### src/rtl/spi_cmd_sequencer.sv
// APB command sequencer: turns one SPI command into back-to-back APB writes to the
// SPI master's registers, then tracks chip-select for completion or timeout.
module spi_cmd_sequencer #(
   parameter int unsigned TIMEOUT_CYCLES = 1023
) (
   input  logic        pclk_i,
   input  logic        presetn_i,
   input  logic        cmd_valid_i,
   output logic        cmd_ready_o,
   input  logic [7:0]  cmd_instr_i,
   input  logic [39:0] cmd_data_i,
   input  logic [2:0]  cmd_cnt_i,
   output logic        busy_o,
   output logic        done_o,
   output logic        timeout_o,
   output logic [7:0]  paddr_o,
   output logic        psel_o,
   output logic        penable_o,
   output logic        pwrite_o,
   output logic [7:0]  pwdata_o,
   input  logic        pready_i,
   input  logic        spi_cs_i
);

   // Command handshake: a command transfers on a rising edge where cmd_valid_i and
   // cmd_ready_o are both high; cmd_ready_o is high exactly when the FSM is idle.

   typedef enum logic [2:0] {
      S_IDLE,
      S_SETUP,
      S_ACCESS,
      S_WAIT_LOW,
      S_WAIT_HIGH
   } state_t;

   localparam logic [15:0] TMO_LAST = 16'(TIMEOUT_CYCLES - 1);

   state_t      state_q;
   logic [7:0]  instr_q;
   logic [39:0] data_q;
   logic [2:0]  cnt_q;
   logic [2:0]  idx_q;
   logic [15:0] tmo_q;

   logic [2:0]  cnt_clamped;
   logic        last_entry;
   logic        tmo_hit;

   assign cnt_clamped = (cmd_cnt_i > 3'd5) ? 3'd5 : cmd_cnt_i;
   assign last_entry  = (idx_q == cnt_q + 3'd2);
   assign tmo_hit     = (tmo_q == TMO_LAST);
   assign cmd_ready_o = (state_q == S_IDLE);

   // Entry idx of the write list as {address, data}: INSTR, BYTES_1..cnt, BYTES_CNT, DRIVE.
   function automatic logic [15:0] write_entry(input logic [2:0]  idx,
                                               input logic [2:0]  cnt,
                                               input logic [7:0]  instr,
                                               input logic [39:0] data);
      logic [7:0] b;
      case (idx)
         3'd1:    b = data[7:0];
         3'd2:    b = data[15:8];
         3'd3:    b = data[23:16];
         3'd4:    b = data[31:24];
         default: b = data[39:32];
      endcase
      if (idx == 3'd0)                 return {8'h00, instr};
      else if (idx <= cnt)             return {5'd0, idx, b};
      else if (idx == cnt + 3'd1)      return {8'h06, 5'd0, cnt};
      else                             return {8'h07, 8'hFF};
   endfunction

   always_ff @(posedge pclk_i or negedge presetn_i) begin
      if (!presetn_i) begin
         state_q   <= S_IDLE;
         instr_q   <= '0;
         data_q    <= '0;
         cnt_q     <= '0;
         idx_q     <= '0;
         tmo_q     <= '0;
         busy_o    <= 1'b0;
         done_o    <= 1'b0;
         timeout_o <= 1'b0;
         paddr_o   <= '0;
         pwdata_o  <= '0;
         psel_o    <= 1'b0;
         penable_o <= 1'b0;
         pwrite_o  <= 1'b0;
      end else begin
         done_o    <= 1'b0;
         timeout_o <= 1'b0;
         case (state_q)
            S_IDLE: begin
               if (cmd_valid_i) begin
                  instr_q   <= cmd_instr_i;
                  data_q    <= cmd_data_i;
                  cnt_q     <= cnt_clamped;
                  idx_q     <= 3'd0;
                  paddr_o   <= 8'h00;
                  pwdata_o  <= cmd_instr_i;
                  psel_o    <= 1'b1;
                  penable_o <= 1'b0;
                  pwrite_o  <= 1'b1;
                  busy_o    <= 1'b1;
                  state_q   <= S_SETUP;
               end
            end
            S_SETUP: begin
               penable_o <= 1'b1;
               state_q   <= S_ACCESS;
            end
            S_ACCESS: begin
               if (pready_i) begin
                  if (last_entry) begin
                     psel_o    <= 1'b0;
                     penable_o <= 1'b0;
                     pwrite_o  <= 1'b0;
                     paddr_o   <= '0;
                     pwdata_o  <= '0;
                     tmo_q     <= '0;
                     // With no data bytes the master never drops cs, so skip straight to the rise wait.
                     state_q   <= (cnt_q == 3'd0) ? S_WAIT_HIGH : S_WAIT_LOW;
                  end else begin
                     idx_q                 <= idx_q + 3'd1;
                     {paddr_o, pwdata_o}   <= write_entry(idx_q + 3'd1, cnt_q, instr_q, data_q);
                     penable_o             <= 1'b0;
                     state_q               <= S_SETUP;
                  end
               end
            end
            S_WAIT_LOW: begin
               tmo_q <= tmo_q + 16'd1;
               if (tmo_hit) begin
                  timeout_o <= 1'b1;
                  busy_o    <= 1'b0;
                  state_q   <= S_IDLE;
               end else if (!spi_cs_i) begin
                  state_q <= S_WAIT_HIGH;
               end
            end
            S_WAIT_HIGH: begin
               tmo_q <= tmo_q + 16'd1;
               // A cs rise on the expiry cycle still counts as a normal completion.
               if (spi_cs_i) begin
                  done_o  <= 1'b1;
                  busy_o  <= 1'b0;
                  state_q <= S_IDLE;
               end else if (tmo_hit) begin
                  timeout_o <= 1'b1;
                  busy_o    <= 1'b0;
                  state_q   <= S_IDLE;
               end
            end
            default: state_q <= S_IDLE;
         endcase
      end
   end

endmodule

### config.mk
export PLATFORM = sky130hd
export DESIGN_NAME = spi_cmd_sequencer
export DESIGN_NICKNAME = d
export VERILOG_FILES = /design/src/rtl/spi_cmd_sequencer.sv
export SDC_FILE = /design/constraint.sdc
export NUM_CORES = 1
export LEC_CHECK = 0
export BUFFER_PORTS_ARGS = -buffer_cell sky130_fd_sc_hd__buf_2
export CAP_MARGIN = 20
export CORE_ASPECT_RATIO = 0.7
export CORE_UTILIZATION = 50
export DETAILED_ROUTE_END_ITERATION = 6
export PLACE_DENSITY = 0.73
export SYNTH_ARGS = -nofsm -noshare
export SYNTH_HDL_FRONTEND = slang
export SYNTH_SLANG_ARGS = --single-unit
### constraint.sdc
create_clock -name pclk_i -period 2.7 [get_ports pclk_i]
set_clock_uncertainty 0.2 [all_clocks]
set_input_delay 0.27 -clock pclk_i [delete_from_list [all_inputs] [get_ports pclk_i]]
set_output_delay 0.27 -clock pclk_i [all_outputs]
set_load 0.02 [all_outputs]
Word level (Yosys, flattened, before mapping)
Cells that the tools add are included.
Storage, ports and cells
  register bits after elaboration: 94
  input port bits: 56
  word-level logic and storage cells: 96
  output and inout bits: 23
Operators by class
  $lt $le $gt $ge: 2
  add/subtract/negate cells: 4
  eq/ne operators: 17
  reductions and logical operators: 16
  mux-type cells: 44
Operators with widths (count)
  8-bit 2-to-1 mux: 5
  3-bit 2-to-1 mux: 13
  16-bit 2-to-1 mux: 2
  16-bit case mux with 2 select lines: 1
  8-bit case mux with 2 select lines: 2
  8-bit case mux with 4 select lines: 1
  11-bit 2-to-1 mux: 2
  16-bit by 1-bit adder with 16-bit output, second input constant: 1
  16-bit by 10-bit == test with 1-bit output, second input constant: 1
  3-bit case mux with 5 select lines: 1
  3-bit by 2-bit == test with 1-bit output, second input constant: 4
  4-bit AND reduction: 3
  1-bit 2-to-1 mux: 11
  3-bit zero test: 3
  9-bit 2-to-1 mux: 1
  3-bit AND reduction: 3
  2-bit inequality test, second input constant: 4
  3-bit by 1-bit adder with 3-bit output, second input constant: 2
  3-bit by 1-bit == test with 1-bit output, second input constant: 2
  3-bit == test: 2
  3-bit == test, second input constant: 2
  3-bit inequality test, second input constant: 2
  1-bit case mux with 3 select lines: 2
  3-bit case mux with 2 select lines: 1
  8 further kinds: 12

Longest topological paths before layout
  depth in word-level cells: 8
  depth in mapped cells: 9
  gate-level depth less buffers: 8

Least setup slack after synthesis
Ideal clock, no wire load.
  kind: register to register
  start: register idx_q[0]
  end: register pwdata_o[3]
  library setup time: 0.082 ns
  period minus slack after synthesis: 2.685 ns
  data required time: 2.418 ns
  setup slack: 0.015 ns
  cell stages (with the launch flop): 10
  path buffers: 1
  arrival time: 2.403 ns
  cell sequence: dfrtp_1 ha_1 xor2_1 clkbuf_1 ha_1 a21oi_1 a32oi_1 nor2_1 o211ai_1 a31oi_1
Between the ends
  longest elaborated chain between the ends: 8
  elaborated cells between the ends (all ways): 16
  classes of those cells: add/sub (1); order compare (1); eq/ne (6); mux (7); reduce/logical (1)
RTL lines
  from (decl): RTL line 42  | logic [2:0] idx_q;
  from (signal assigned): RTL line 124  | idx_q <= idx_q + 3'd1;
  3-bit by 1-bit adder with 3-bit output: RTL line 125  | {paddr_o, pwdata_o} <= write_entry(idx_q + 3'd1, cnt_q, instr_q, data_q);
  3-bit == test (tied with other cells): RTL line 60  | case (idx)
  8-bit case mux with 4 select lines or 9-bit 2-to-1 mux (tied branches): RTL line 60, 69
  11-bit 2-to-1 mux: RTL line 68  | else if (idx <= cnt) return {5'd0, idx, b};
  11-bit 2-to-1 mux: RTL line 67  | if (idx == 3'd0) return {8'h00, instr};
  8-bit 2-to-1 mux *: RTL line 114  | if (last_entry) begin
  8-bit 2-to-1 mux *: RTL line 113  | if (pready_i) begin
  8-bit case mux with 2 select lines *: RTL line 92  | case (state_q)
  to (signal assigned): RTL line 100  | pwdata_o <= cmd_instr_i;
  to (signal assigned): RTL line 125
  to (decl): RTL line 20  | output logic [7:0] pwdata_o,
Mark *: on every way between the ends. The rest lies on a longest branch, timed or not. The select of a mux whose other input is x is not followed.
A chain may end at the register's enable or synchronous reset.

Final worst setup path
  start: register idx_q[0]
  end: register pwdata_o[2]
The elaborated chain is that of the path after synthesis.

==> out/metrics.yaml <==
antenna_found_initial: 0
post_dp_cell_area_um2: 5080
portBuffers: 73
num_rows: 28
diodes: 0
dpl.hpwl_mm: 7.45
fin_nets: 612
drt_iter0_drc: 316
io_pins: 79
die_h_um: 82.4
cts_sinks: 89
setup.worst_path.start_class: "register"
rsz0062_at_grt: "yes"
clockRootBuffer: "clkbuf_16"
setup.worst_path.class: "reg2reg"
avgSynthCellArea_um2: 10.8
layout-drive-gt1-share_pct: 30.4
hold_viol_final: 0
start_util_pct: 53.2
synth_seq_area_share_pct: 48.2
final_cell_mix: "dfrtp_1 (87), buf_2 (72), dlygate4sd3_1 (52)"
cts_tree: "yes"
hp-class: "in2reg"
grt_usage_pct: 25.7
critPathBufInv: 0
fmax_ghz: 0.382
clkTransAtPathRegs_ps: 70
die_area_um2: 9640
vias: 3816
p_leak_nw: 2.56
grt_pass1_vias: 3730
grt_max_degree: 47
setup_violations: 0
syn_area_um2: 4620
path_delay_family: "compound AO/OA/AOI/OAI gates"
p_per_area_nw_per_um2: 1160
overflow: 0
hold_ws_ps: 34.4
synth_ff_type: "dfrtp_1"
final_antenna_net_count: 0
final_common_cell: "dfrtp_1"
cp_common_cell: "ha_1"
final_max_slew_viol_count: 0
utilization_pct: 68.1
clk_path_buf_depth: 2
core_area_um2: 8690
period_minus_slack_ps: 2620
end_kind: "register"
critPathMaxStageDelay_ps: 470
grt_pass1_wl_mm: 18.5
r2r_slack_ps: 80
cts_max_level: 3
finalPower_mw: 6.90
slew_headroom_pct: 47.2
clk_latency_ps: 350
routed_wl_mm: 11.3
cp_max_fo: 8
synth-edff-count: 0
drcViolationCount: 0
tightest_slew_ps: 791
arrival_ps: 2630
synthArstFlopShare_pct: 100
ys_seq_elements: 89
cp_slowest_cell: "dfrtp_2"
yosys_warnings: 0
area_growth_pct: 28.1
gp_congestion: 0.829
cts-buffers-inserted: 9
die_w_um: 117
fin_crit_sh_pct: 97.1
vias_per_cell: 5.70
peakVddDrop_mv: 0.507
yosys.cell_types.count: 57
drv_cap: 0
syn_inst: 426
totalNegativeSetupSlack_ps: 0
finalInstanceArea_um2: 5920
cp_cell_sequence: "ha_1 > xor2_1 > ha_1 > a21oi_2 > a32o_2 > o2111ai_1 > o311ai_2 > a22oi_1"
status: "complete, no violations"
dr.pass1.iters: 4
post_drt_wl_per_cell_um: 16.9
crit_required_ps: 2710
layout make-up:
type	count	area, um^2
inverter	12	45.0
clock inverter	7	55.1
multi-input combinational	298	2230
tap	120	150
timing repair buffer	134	981
fill	668	2770
clock buffer	9	225
sequential	89	2230
worst register-to-register path, stage by stage (launching register included):
cell	delay, ps
dfrtp_2	470
ha_1	260
xor2_1	210
ha_1	330
a21oi_2	220
a32o_2	270
o2111ai_1	240
o311ai_2	180
a22oi_1	110
what timing repair did:
item	CTS	global route
hold buffers	52	0
buffers inserted	0	0
resized for setup	0	9
endpoints found under the setup margin	0	9
hold endpoints to repair	94	0
cell families after synthesis:
family / share of synthesized area (%)
compound gates: 15.8
xor+xnor: 1.30
fa+ha+maj: 3.25
buf+inv: 4.60
flops: 48.2
mux: 12.9
other cells: 0.0812
simple gates: 13.9
per-stage QoR:
step                cells  worst slack [ps]
floorplan             430              15.2
global placement      601               174
detailed placement    601              51.2
CTS                   669              38.5
global route          669             -5.37
finish                669              79.3
power by group:
group          internal [mW]  leakage, nW  switching [mW]  total (mW)
Clock                  0.630        0.121           0.568        1.20
Sequential              1.90         1.09           0.419        2.32
Combinational           1.53         1.35            1.85        3.37
registers in the layout, summed over array words and instances (netlist names):
| register | cells |
|---|---|
| busy_o | 1 |
| penable_o | 1 |
| cnt_q | 3 |
| paddr_o | 3 |
| tmo_q | 16 |
| pwdata_o | 8 |
| data_q | 40 |
| pwrite_o | 1 |
| idx_q | 3 |
| done_o | 1 |
| instr_q | 8 |
| state_q | 3 |
| timeout_o | 1 |
layer usage:
layer	GRT usage, %	up-vias	wire length, um
li1	-	1804	-
met1	35.3	1858	5440
met2	39.3	133	5040
met3	6.72	21	610
met4	9.24	0	235
met5	0	-	0
cells in the mapped netlist (4+ instances only):
cell	instances	area share, %
dfrtp_1	89	48
mux2_2	49	12
nand2_1	30	2.4
a21oi_1	22	2.4
o21ai_0	20	2.2
nor2_1	19	1.5
a22oi_1	13	2.1
or3_1	13	1.8
ha_1	12	3.2
inv_1	12	0.97
nand3_1	12	1.3
buf_2	11	1.2
buf_4	8	1.3
o211ai_1	8	1.3
clkbuf_1	7	0.57
nand2b_1	6	0.81
o31a_1	6	1.1
a31oi_1	5	0.68
nand4_1	5	0.68
nor3_1	5	0.54
o221ai_1	5	0.95
and3_1	4	0.54
buf_1	4	0.32
final timing paths:
path / endpoint / startpoint / depth (start not counted)
worst max register to register: pwdata_o[2] / idx_q[0] / 8
worst min register to register: penable_o / penable_o / 1
worst min-delay path: cnt_q[0] / cmd_cnt_i[0] / 3
worst max-delay path: pwdata_o[2] / idx_q[0] / 8
min in group asynchronous: data_q[11] / presetn_i / 2
max in group asynchronous: idx_q[1] / presetn_i / 3
Note: power is estimated with default switching activity, not from simulation.
